[src/rtl/stopwatch_ctrl_pkg.sv]
// Shared types and defaults for the stopwatch control block.
package stopwatch_ctrl_pkg;

  typedef enum logic [2:0] {
    IDLE    = 3'd0,
    RUN     = 3'd1,
    LAP_RUN = 3'd2,
    PAUSE   = 3'd3,
    DONE    = 3'd4
  } state_t;

  // 100 MHz clock -> one count tick every 10 ms
  localparam int TICK_DIV_DEFAULT = 1000000;

endpackage

[src/rtl/stopwatch_ctrl_if.sv]
// Button inputs and counter-chain controls between debouncers, controller and digit chain.
interface stopwatch_ctrl_if;
  logic btn_ss;
  logic btn_lr;
  logic mode_down;
  logic all_zero;
  logic cnt_en;
  logic cnt_clr;
  logic cnt_dir;
  logic lap_press;
  logic lap_hold;
  logic running;
  logic done;

  modport master (
    output btn_ss, btn_lr, mode_down, all_zero,
    input  cnt_en, cnt_clr, cnt_dir, lap_press, lap_hold, running, done
  );

  modport slave (
    input  btn_ss, btn_lr, mode_down, all_zero,
    output cnt_en, cnt_clr, cnt_dir, lap_press, lap_hold, running, done
  );
endinterface

[src/rtl/stopwatch_ctrl_tick_prescaler.sv]
// Free-running divide-by-TICK_DIV counter that pauses in place when run is low.
module stopwatch_ctrl_tick_prescaler
  import stopwatch_ctrl_pkg::*;
#(
  parameter int TICK_DIV = TICK_DIV_DEFAULT
) (
  input  logic clk,
  input  logic rst,
  input  logic clr,
  input  logic run,
  output logic tick
);

  localparam int CW = $clog2(TICK_DIV);
  localparam logic [CW-1:0] LAST = CW'(TICK_DIV - 1);
  localparam logic [CW-1:0] ONE  = CW'(1);

  logic [CW-1:0] count_reg;

  assign tick = (count_reg == LAST);

  always_ff @(posedge clk) begin
    if (rst || clr) begin
      count_reg <= '0;
    end else if (run) begin
      count_reg <= tick ? '0 : count_reg + ONE;
    end
  end

endmodule

[src/rtl/stopwatch_ctrl.sv]
// Stopwatch control FSM: turns button pulses into enable/clear/direction/lap strobes
// for the digit chain, and halts a count-down run at zero.
module stopwatch_ctrl
  import stopwatch_ctrl_pkg::*;
#(
  parameter int TICK_DIV = TICK_DIV_DEFAULT
) (
  input  logic             clk,
  input  logic             rst,
  stopwatch_ctrl_if.slave  sw
);

  state_t state_reg;
  logic   dir_reg;
  logic   clr_reg;
  logic   lap_press_reg;
  logic   lap_hold_reg;
  logic   running_reg;
  logic   done_reg;

  logic   tick;
  logic   at_floor;
  logic   clr_req;

  // Counting down with every digit at zero: any further enable would wrap the chain
  assign at_floor = ~dir_reg & sw.all_zero;

  always_comb begin
    clr_req = 1'b0;
    case (state_reg)
      IDLE, PAUSE: clr_req = ~sw.btn_ss & sw.btn_lr;
      DONE:        clr_req = sw.btn_ss | sw.btn_lr;
      default:     clr_req = 1'b0;
    endcase
  end

  stopwatch_ctrl_tick_prescaler #(
    .TICK_DIV(TICK_DIV)
  ) u_prescaler (
    .clk  (clk),
    .rst  (rst),
    .clr  (clr_req),
    .run  (running_reg),
    .tick (tick)
  );

  always_ff @(posedge clk) begin
    if (rst) begin
      state_reg     <= IDLE;
      dir_reg       <= 1'b1;
      clr_reg       <= 1'b1;
      lap_press_reg <= 1'b0;
      lap_hold_reg  <= 1'b0;
      running_reg   <= 1'b0;
      done_reg      <= 1'b0;
    end else begin
      clr_reg       <= clr_req;
      lap_press_reg <= 1'b0;
      case (state_reg)
        IDLE: begin
          dir_reg <= ~sw.mode_down;
          // Refuse to start a count-down that is already at zero
          if (sw.btn_ss && !(sw.mode_down && sw.all_zero)) begin
            state_reg   <= RUN;
            running_reg <= 1'b1;
          end
        end
        RUN: begin
          if (at_floor) begin
            state_reg    <= DONE;
            running_reg  <= 1'b0;
            done_reg     <= 1'b1;
            lap_hold_reg <= 1'b0;
          end else if (sw.btn_ss) begin
            state_reg   <= PAUSE;
            running_reg <= 1'b0;
          end else if (sw.btn_lr) begin
            state_reg     <= LAP_RUN;
            lap_press_reg <= 1'b1;
            lap_hold_reg  <= 1'b1;
          end
        end
        LAP_RUN: begin
          if (at_floor) begin
            state_reg    <= DONE;
            running_reg  <= 1'b0;
            done_reg     <= 1'b1;
            lap_hold_reg <= 1'b0;
          end else if (sw.btn_ss) begin
            state_reg    <= PAUSE;
            running_reg  <= 1'b0;
            lap_hold_reg <= 1'b0;
          end else if (sw.btn_lr) begin
            state_reg    <= RUN;
            lap_hold_reg <= 1'b0;
          end
        end
        PAUSE: begin
          if (sw.btn_ss) begin
            state_reg   <= RUN;
            running_reg <= 1'b1;
          end else if (sw.btn_lr) begin
            state_reg <= IDLE;
          end
        end
        DONE: begin
          if (sw.btn_ss || sw.btn_lr) begin
            state_reg <= IDLE;
            done_reg  <= 1'b0;
          end
        end
        default: begin
          state_reg    <= IDLE;
          running_reg  <= 1'b0;
          done_reg     <= 1'b0;
          lap_hold_reg <= 1'b0;
        end
      endcase
    end
  end

  assign sw.cnt_en    = tick & running_reg & ~at_floor;
  assign sw.cnt_clr   = clr_reg;
  assign sw.cnt_dir   = dir_reg;
  assign sw.lap_press = lap_press_reg;
  assign sw.lap_hold  = lap_hold_reg;
  assign sw.running   = running_reg;
  assign sw.done      = done_reg;

endmodule

[src/flat_wrapper.sv]
// flat-port wrapper written by rule: the top's interface ports become plain ports
module stopwatch_ctrl_flat import stopwatch_ctrl_pkg::*;
#(
  parameter int TICK_DIV = TICK_DIV_DEFAULT
)
  (clk, rst, sw_btn_ss, sw_btn_lr, sw_mode_down, sw_all_zero, sw_cnt_en, sw_cnt_clr, sw_cnt_dir, sw_lap_press, sw_lap_hold, sw_running, sw_done);
  stopwatch_ctrl_if sw_i ();
  input  logic clk;
  input  logic rst;
  input wire logic [$bits(sw_i.btn_ss)-1:0] sw_btn_ss;
  input wire logic [$bits(sw_i.btn_lr)-1:0] sw_btn_lr;
  input wire logic [$bits(sw_i.mode_down)-1:0] sw_mode_down;
  input wire logic [$bits(sw_i.all_zero)-1:0] sw_all_zero;
  output wire logic [$bits(sw_i.cnt_en)-1:0] sw_cnt_en;
  output wire logic [$bits(sw_i.cnt_clr)-1:0] sw_cnt_clr;
  output wire logic [$bits(sw_i.cnt_dir)-1:0] sw_cnt_dir;
  output wire logic [$bits(sw_i.lap_press)-1:0] sw_lap_press;
  output wire logic [$bits(sw_i.lap_hold)-1:0] sw_lap_hold;
  output wire logic [$bits(sw_i.running)-1:0] sw_running;
  output wire logic [$bits(sw_i.done)-1:0] sw_done;
  assign sw_i.btn_ss = sw_btn_ss;
  assign sw_i.btn_lr = sw_btn_lr;
  assign sw_i.mode_down = sw_mode_down;
  assign sw_i.all_zero = sw_all_zero;
  assign sw_cnt_en = sw_i.cnt_en;
  assign sw_cnt_clr = sw_i.cnt_clr;
  assign sw_cnt_dir = sw_i.cnt_dir;
  assign sw_lap_press = sw_i.lap_press;
  assign sw_lap_hold = sw_i.lap_hold;
  assign sw_running = sw_i.running;
  assign sw_done = sw_i.done;
  stopwatch_ctrl #(.TICK_DIV(TICK_DIV)) u_core (.clk(clk), .rst(rst), .sw(sw_i));
endmodule
[config.mk]
export PLATFORM = sky130hd
export DESIGN_NAME = stopwatch_ctrl_flat
export DESIGN_NICKNAME = d
export VERILOG_FILES = /design/src/rtl/stopwatch_ctrl_pkg.sv /design/src/rtl/stopwatch_ctrl_if.sv /design/src/rtl/stopwatch_ctrl_tick_prescaler.sv /design/src/rtl/stopwatch_ctrl.sv /design/src/flat_wrapper.sv
export SDC_FILE = /design/constraint.sdc
export NUM_CORES = 1
export LEC_CHECK = 0
export CAP_MARGIN = 10
export CORE_MARGIN = 2
export CORE_UTILIZATION = 54
export DETAILED_ROUTE_END_ITERATION = 12
export GPL_TIMING_DRIVEN = 0
export MAX_ROUTING_LAYER = met4
export PLACE_DENSITY = 0.83
export RECOVER_POWER = 100
export SETUP_SLACK_MARGIN = 0.3
export SKIP_LAST_GASP = 1
export SYNTH_ARGS = -nofsm -noshare
export SYNTH_HDL_FRONTEND = slang
export SYNTH_HIERARCHICAL = 1
export SYNTH_SLANG_ARGS = --single-unit
[constraint.sdc]
create_clock -name clk -period 5.1 [get_ports clk]
set_input_delay 1.275 -clock clk [delete_from_list [all_inputs] [get_ports clk]]
set_output_delay 1.275 -clock clk [all_outputs]
set_load 0.05 [all_outputs]
# Word-level counts from Yosys, hierarchy flattened
# Index checks and enable logic that the tools add are counted.
[op_classes]
bitwise_logic = 13
n_addsub = 1
eq_ne = 15
reduce_logical = 14
n_mux = 29
[op_table]
columns = ["op", "count"]
rows = [
  ["two-way mux 3 bit", 10],
  ["adder 20 x 1 -> 20 bit, second input constant", 1],
  ["equality test 20 bit, second input constant", 1],
  ["two-way mux 20 bit", 1],
  ["one-hot mux 3 bit (5 select lines)", 1],
  ["two-way mux 1 bit", 13],
  ["inequality test 4 x 3 -> 1 bit, second input constant", 2],
  ["inverter 1 bit", 8],
  ["AND reduction 4 bit", 2],
  ["equality test 3 x 2 -> 1 bit, second input constant", 2],
  ["inequality test 2 x 1 -> 1 bit, second input constant", 3],
  ["inequality test 3 x 2 -> 1 bit, second input constant", 2],
  ["one-hot mux 1 bit (3 select lines)", 2],
  ["AND reduction 5 bit", 1],
  ["AND 1 bit", 4],
  ["one-hot mux 1 bit (4 select lines)", 1],
  ["OR reduction 2 bit", 2],
  ["OR reduction 4 bit", 1],
  ["equality test 3 x 1 -> 1 bit, second input constant", 1],
  ["equality test 3 bit, second input constant", 1],
  ["logical NOT 3 bit", 1],
  ["inequality test 3 x 1 -> 1 bit, second input constant", 1],
  ["inequality test 3 bit, second input constant", 1],
  ["AND reduction 3 bit", 1],
  ["7 further kinds", 9],
]
[totals]
word_cells = 80
input_bits = 6
output_inout_bits = 7
regBits = 29

# Depth between registers and ports, before layout
# Gate-level depths: netlist of run 1.
[depth]
ltp_word = 5
ltp_mapped = 7
ltp_nobuf = 6

# Cells and area by module
# The synthesis of run 1 kept the hierarchy.
[by_module_without_submodules]
columns = ["module", "instances", "seq_area_each_um2", "cells_each", "area_per_inst_um2"]
rows = [
  ["stopwatch_ctrl_tick_prescaler", 1, 400.4, 111, 962.2],
  ["stopwatch_ctrl", 1, 180.2, 70, 574.3],
]

# Least setup slack after synthesis of run 1
# Ideal clock, no wire load.
[synth_path]
path_kind = "input-to-output"
from = "input port sw_all_zero"
to = "output port sw_cnt_en"
n_path_buf = 1
stages = 3
setup_slack_ps = 1890
arrival_time_ps = 1935
required_ps = 3825
cell_sequence = "nand2b_1 > buf_2 > and3_1"
[synth_between]
elab_chain_cells = 3
[synth_lines]
columns = ["element", "line_no", "source"]
rows = [
  ["start, declared", "flat_wrapper.sv:13", "input wire logic [$bits(sw_i.all_zero)-1:0] sw_all_zero;"],
  ["AND 1 bit", "stopwatch_ctrl.sv:26", "assign at_floor = ~dir_reg & sw.all_zero;"],
  ["inverter 1 bit", "stopwatch_ctrl.sv:122", "assign sw.cnt_en = tick & running_reg & ~at_floor;"],
  ["AND 1 bit", "stopwatch_ctrl.sv:122", ""],
  ["end, declared", "flat_wrapper.sv:14", "output wire logic [$bits(sw_i.cnt_en)-1:0] sw_cnt_en;"],
]
# No other way between the ends.

# Worst setup path in the final report of run 1
# Ends and elaborated chain as after synthesis.

==> results.json, run 1 <==
{
  "first_global_vias": 1367,
  "die_area_um2": 3290,
  "nets": 207,
  "ios": 13,
  "grt_overflow_total": 0,
  "routed-via-count": 1470,
  "postSynthCellCount": 181,
  "grt_first_pass_wirelength_mm": 6.11,
  "port_buffer_cells": 12,
  "drt-pass1-iter-count": 4,
  "drt_first_iter_violations": 91,
  "synth-seq-cells": 29,
  "clk_transition_reported_paths_ns": 0.08,
  "finalCriticalPeriod_ns": 4.44,
  "dpl.hpwl_mm": 2.64,
  "synth.net_count": 188,
  "cts_setup_buffers": 0,
  "worst_setup_path_start_kind": "input pin",
  "clk-insertion-delay-late_ns": 0.33,
  "die_h_um": 57.3,
  "area_growth_from_synthesis_to_final_layout_pct": 12.1,
  "worst-slew-pin-transition_ns": 1.15,
  "seq_area_frac_synth_pct": 37.8,
  "grt_setup_unrepaired": "no",
  "fillerInstances": 241,
  "synth.avg_cell_area_um2": 8.49,
  "final_cell_mix": "dfxtp_1, nor2_1, nand2_1",
  "number_of_enable_type_register_cells_in_the_synthesized_netlist": 0,
  "worstPathArrival_ns": 3.16,
  "start_util_pct": 56.2,
  "avgViaCountPerCell": 6.36,
  "post_drt_wl_per_cell_um": 15.8,
  "rows": 19,
  "finClkSkew_ns": 0.00667,
  "synth_area_um2": 1540,
  "leakagePower_nw": 0.626,
  "slew_headroom_pct": 22.4,
  "gr-usage-all-layers_pct": 24.8,
  "leading_register_cell_type_out_of_synthesis": "dfxtp_1",
  "p_per_area_nw_per_um2": 279,
  "worst_hold_path_type": "reg -> reg",
  "largest_register_ff_count": 20,
  "synth-async-reset-ratio_pct": 0,
  "timing.critical_path.to_type": "primary output",
  "drcViolationCount": 0,
  "tritoncts": "done",
  "finalSetupTns_ns": 0,
  "startpoint_to_endpoint_class_of_the_critical_path": "in -> out",
  "clock_tree.root_cell": "clkbuf_4",
  "numCtsBuffers": 5,
  "pin_count_of_the_biggest_net_entering_global_routing": 11,
  "grt_antenna_before_repair": 0,
  "synth-warning-count": 6,
  "routabilityCongestion": 0.912,
  "maximum_capacitance_violations": 0,
  "post_cts_hold_buffer_count": 0,
  "postCtsResizedCells": 0,
  "max_freq_mhz": 225,
  "worstPathRequired_ns": 3.83,
  "die-width_um": 57.3,
  "routed_wirelength_mm": 3.64,
  "run_status": "complete, no violations",
  "clock_tree.buffer_depth": 2,
  "final_max_slew_viol_count": 0,
  "critPathMaxFanout": 8,
  "period_utilization_post_route_pct": 87.0,
  "mostFrequentLayoutCell": "dfxtp_1",
  "setup_viol": 0,
  "layout-drive-gt1-share_pct": 8.50,
  "synth_cell_types": 51,
  "core_um2": 2730,
  "final_cell_count_no_fill": 231,
  "worst_ir_drop_on_vdd_uv": 205,
  "hold_viol_final": 0,
  "h_tree_levels": 2,
  "antenna-diode-count": 0,
  "clock_sink_count": 29,
  "drtAntennaViolNets": 0,
  "post-place-cells": 224
}
## cell usage after synthesis, drive strengths merged, types with 2 or more instances
cell type / n / area share (%)
a211oi: 2 / 0.98
a21oi: 9 / 2.9
a32oi: 2 / 1.1
and2b: 2 / 1.1
and3: 6 / 2.5
and4: 2 / 1.2
buf: 8 / 3.0
dfxtp: 29 / 38
inv: 5 / 1.2
nand2: 13 / 3.2
nand2b: 4 / 1.6
nand3: 4 / 1.3
nand4: 9 / 4.1
nor2: 22 / 5.4
nor3: 5 / 1.6
nor4: 2 / 0.81
nor4b: 2 / 1.1
o21ai: 10 / 3.3
o31ai: 3 / 2.4
or2: 2 / 0.81
or3: 3 / 1.2
or4: 3 / 1.7
xnor2: 6 / 3.4
xor2: 9 / 5.1
## worst max-delay path: stages
cell           delay, ns
dlygate4sd3_1       0.57
nand2b_1            0.09
buf_2               0.18
and3_1              0.18
dlygate4sd3_1       0.87
## cell type report
cell class	count	area (µm²)	area share (%)
repair buffers	12	120	6.98
multi-input cells	138	867	50.4
inverters	5	18.8	1.09
plain buffers	9	41.3	2.40
well taps	31	38.8	2.25
flip-flops and latches	29	581	33.7
clock buffers	7	55.1	3.20
## worst paths after layout
| kind | slack [ns] | start | end | cells past startpoint |
|---|---|---|---|---|
| setup / recovery | 0.66 | sw_all_zero | sw_cnt_en | 5 |
| hold / removal | 0.48 | u_core/u_prescaler/count_reg[18] | u_core/u_prescaler/count_reg[18] | 2 |
| hold reg to reg | 0.48 | u_core/u_prescaler/count_reg[18] | u_core/u_prescaler/count_reg[18] | 2 |
| setup reg to reg | 2.35 | u_core/u_prescaler/count_reg[0] | u_core/u_prescaler/count_reg[5] | 6 |
## routing by layer
metal  vias to the layer above  track usage (%)  part of all wire, %  wire (µm)
li1                        700                -                    -          -
met1                       696             32.1                   43       1570
met2                        60             36.4                   48       1750
met3                        14             5.67                  6.3        229
met4                         0             12.3                  2.6         94
met5                         -                -                    0          0
## metrics by stage
| step | hold slack [ns] | cell area (µm²) | setup WS (ns) | util, % | power, W |
|---|---|---|---|---|---|
| detailed placement | 0.478 | 1700 | 0.859 | 62.0 | 0.000347 |
| finish | 0.481 | 1720 | 0.662 | 63.0 | 0.000480 |
| floorplan | 0.448 | 1540 | 1.89 | - | 0.000317 |
| global placement | 0.457 | 1700 | 0.877 | 62.0 | 0.000342 |
| CTS | 0.490 | 1750 | 0.851 | 64.0 | 0.000488 |
| global route | 0.508 | 1720 | 0.614 | 63.0 | 0.000501 |
## logic make-up (layout without fill, tap and decap cells)
kind of cell    count (synthesis)  in the layout  share of synthesized area (%)
compound gates                 40             40                           19.2
xor+xnor                       15             15                           8.55
fa+ha+maj                       1              1                          0.814
buf+inv                        14             33                           4.48
flops                          29             29                           37.8
mux                             1              1                          0.651
simple gates                   81             81                           28.5
## where the power goes
group	leakage [nW]	switching (W)	internal, W
Combinational	0.359	0.0000614	0.0000346
Clock	0.0314	0.0000768	0.0000650
Sequential	0.235	0.00000718	0.000235
Power figures use the tool's default switching activity.
==> run 2, diff against run 1 <==
- SETUP_SLACK_MARGIN: 0.3 -> 0.05
- SYNTH_HIERARCHICAL: 1 -> unset
==> results.json, run 2 <==
{
  "stdcell_area_um2": 1660,
  "leakagePower_nw": 0.578,
  "avgViaCountPerCell": 6.10,
  "timing.hold.worst.start": "u_core.u_prescaler.count_reg[18]",
  "finClkSkew_ns": 0.0141,
  "ff2ff_path_depth": 7,
  "tritoncts": "done",
  "clock_tree.buffer_depth": 2,
  "hold_viol_final": 0,
  "regToRegStartpoint": "u_core.state_reg[0]",
  "synth_cell_types": 48,
  "synth.avg_cell_area_um2": 8.54,
  "power_frac_comb_pct": 15.0,
  "post_drt_wl_per_cell_um": 14.6,
  "port_buffer_cells": 11,
  "die_h_um": 56,
  "p_int_w": 0.000309,
  "gr-usage-all-layers_pct": 22.2,
  "grt_overflow_total": 0,
  "nets": 196,
  "postCtsResizedCells": 0,
  "grt_first_pass_wirelength_mm": 5.44,
  "clock_power_share_pct": 31.5,
  "area_growth_from_synthesis_to_final_layout_pct": 13.7,
  "die_area_um2": 3140,
  "die-width_um": 56,
  "pin_count_of_the_biggest_net_entering_global_routing": 11,
  "routed_wirelength_mm": 3.21,
  "clock_tree.root_cell": "clkbuf_4",
  "worstPathRequired_ns": 3.83,
  "multi_input_comb_area_um2": 822,
  "p_per_area_nw_per_um2": 267,
  "maximum_capacitance_violations": 0,
  "worst_ir_drop_on_vdd_uv": 186,
  "routed-via-count": 1343,
  "setup_viol": 0,
  "timing.hold.worst_path_depth": 2,
  "slew_headroom_pct": 66.6,
  "dpl.hpwl_mm": 2.19,
  "worst_r2r_endpoint": "u_core.u_prescaler.count_reg[2]",
  "worst_setup_path_start_kind": "input pin",
  "postSynthCellCount": 171,
  "p_seq_share_pct": 53.5,
  "ys_top_cells_by_count": "dfxtp_1, nor2_1, a21oi_1",
  "startpoint_to_endpoint_class_of_the_critical_path": "in -> out",
  "routabilityCongestion": 0.828,
  "min_to": "u_core.u_prescaler.count_reg[18]",
  "seq_area_frac_synth_pct": 39.8,
  "max_freq_mhz": 217,
  "synth-seq-cells": 29,
  "yosysTopAreaCell": "dfxtp_1",
  "fillerInstances": 216,
  "ys_top_cells_by_area": "dfxtp_1, xnor2_1, nor2_1",
  "period_utilization_post_route_pct": 90.4,
  "synth.net_count": 178,
  "clk-insertion-delay-late_ns": 0.34,
  "h_tree_levels": 2,
  "post-synth-top-count-cell": "dfxtp_1",
  "critPathMaxFanout": 9,
  "synth-warning-count": 0,
  "drt_first_iter_violations": 39,
  "worst_hold_path_type": "reg -> reg",
  "finalCriticalPeriod_ns": 4.61,
  "post_cts_hold_buffer_count": 0,
  "seqCellArea_um2": 581,
  "number_of_enable_type_register_cells_in_the_synthesized_netlist": 0,
  "grt_setup_unrepaired": "no",
  "core_um2": 2520,
  "p_sw_w": 0.000134,
  "worst-slew-pin-transition_ns": 0.499,
  "leading_register_cell_type_out_of_synthesis": "dfxtp_1",
  "clk_transition_reported_paths_ns": 0.11,
  "finalSetupTns_ns": 0,
  "clock_sink_count": 29,
  "first_global_vias": 1220,
  "yosysTopAreaCellShare_pct": 39.8,
  "numCtsBuffers": 5,
  "drt-pass1-iter-count": 6,
  "ios": 13,
  "net_switching_share_of_the_total_power_pct": 30.3,
  "mostFrequentLayoutCell": "dfxtp_1",
  "final_cell_mix": "dfxtp_1, nor2_1, a21oi_1",
  "cts_setup_buffers": 0,
  "worstPathArrival_ns": 3.34,
  "antenna-diode-count": 0,
  "post_dp_cell_area_um2": 1610,
  "largest_register_ff_count": 20,
  "synth-async-reset-ratio_pct": 0,
  "drcViolationCount": 0,
  "regToRegSetupSlack_ns": 2.82,
  "drtAntennaViolNets": 0,
  "run_status": "complete, no violations",
  "synth_area_um2": 1460,
  "start_util_pct": 57.9,
  "final_max_slew_viol_count": 0,
  "layout-drive-gt1-share_pct": 8.42,
  "timing.critical_path.to_type": "primary output",
  "rows": 18,
  "grt_antenna_before_repair": 0
}
## run 2: cell count changes in the layout (fill, tap and decap cells not counted), moves of 3 or more
cell / delta
buf_2: -5
nand2_1: -4
and3_1: -4
xor2_1: -6
o21ai_0: -3
nor2_1: -3
nand4_1: -5
xnor2_1: +3
a21oi_1: +5
clkbuf_1: +4
## run 2: worst max-delay path by stage
stage	slack, ns	endpoint	depth (start not counted)	from
2_1_floorplan	1.78	sw_cnt_en	3	sw_all_zero
5_1_grt	0.41	sw_cnt_en	5	sw_all_zero
3_5_place_dp	0.68	sw_cnt_en	5	sw_all_zero
3_3_place_gp	0.69	sw_cnt_en	5	sw_all_zero
4_1_cts	0.67	sw_cnt_en	5	sw_all_zero
6_report	0.49	sw_cnt_en	5	sw_all_zero
## run 2: layer usage
layer | up-vias | GRT usage, % | wire length, µm
met2 | 44 | 34.5 | 1450
met5 | - | - | 0
li1 | 665 | - | -
met3 | 9 | 6.51 | 202
met1 | 625 | 27.4 | 1480
met4 | 0 | 8.16 | 68
## run 2: per-stage QoR
| step | setup WS [ns] | power, W | hold WS, ns | utilization, % | std cells |
|---|---|---|---|---|---|
| floorplan | 1.78 | 0.000290 | 0.447 | - | 171 |
| CTS | 0.675 | 0.000449 | 0.512 | 65.9 | 220 |
| finish | 0.489 | 0.000443 | 0.515 | 65.8 | 220 |
| global placement | 0.692 | 0.000307 | 0.472 | 63.7 | 212 |
| global route | 0.412 | 0.000460 | 0.532 | 65.8 | 220 |
| detailed placement | 0.678 | 0.000310 | 0.493 | 63.7 | 212 |
## run 2: area by class of cell
type,count,area share (%)
clock buffer,5,2.26
clock inverter,3,1.06
sequential,29,35.0
timing repair buffer,11,6.63
inverter,4,0.904
buffer,10,2.41
tap,30,2.26
multi-input combinational,128,49.5
## run 2: cell families (layout without fill, tap and decap cells)
logic type	count (synthesis)	after routing	share of synthesized area, %
compound gates	38	38	16.6
xor+xnor	12	12	7.20
fa+ha+maj	1	1	0.857
buf+inv	14	33	3.94
flops	29	29	39.8
mux	3	3	2.06
simple gates	74	74	29.6
## run 2: worst max-delay path, cell delays in order
cell and delay (ns):
dlygate4sd3_1 0.60, nand2b_1 0.09, clkbuf_1 0.29, and3b_1 0.21, dlygate4sd3_1 0.87
## run 2: power groups by stage
stage | clock [W] | combinational (W) | sequential, W
floorplan | 0 | 0.0000355 | 0.000254
CTS | 0.000144 | 0.0000680 | 0.000237
global route | 0.000150 | 0.0000716 | 0.000238
global placement | 0 | 0.0000650 | 0.000242
finish | 0.000140 | 0.0000667 | 0.000237
detailed placement | 0 | 0.0000671 | 0.000243
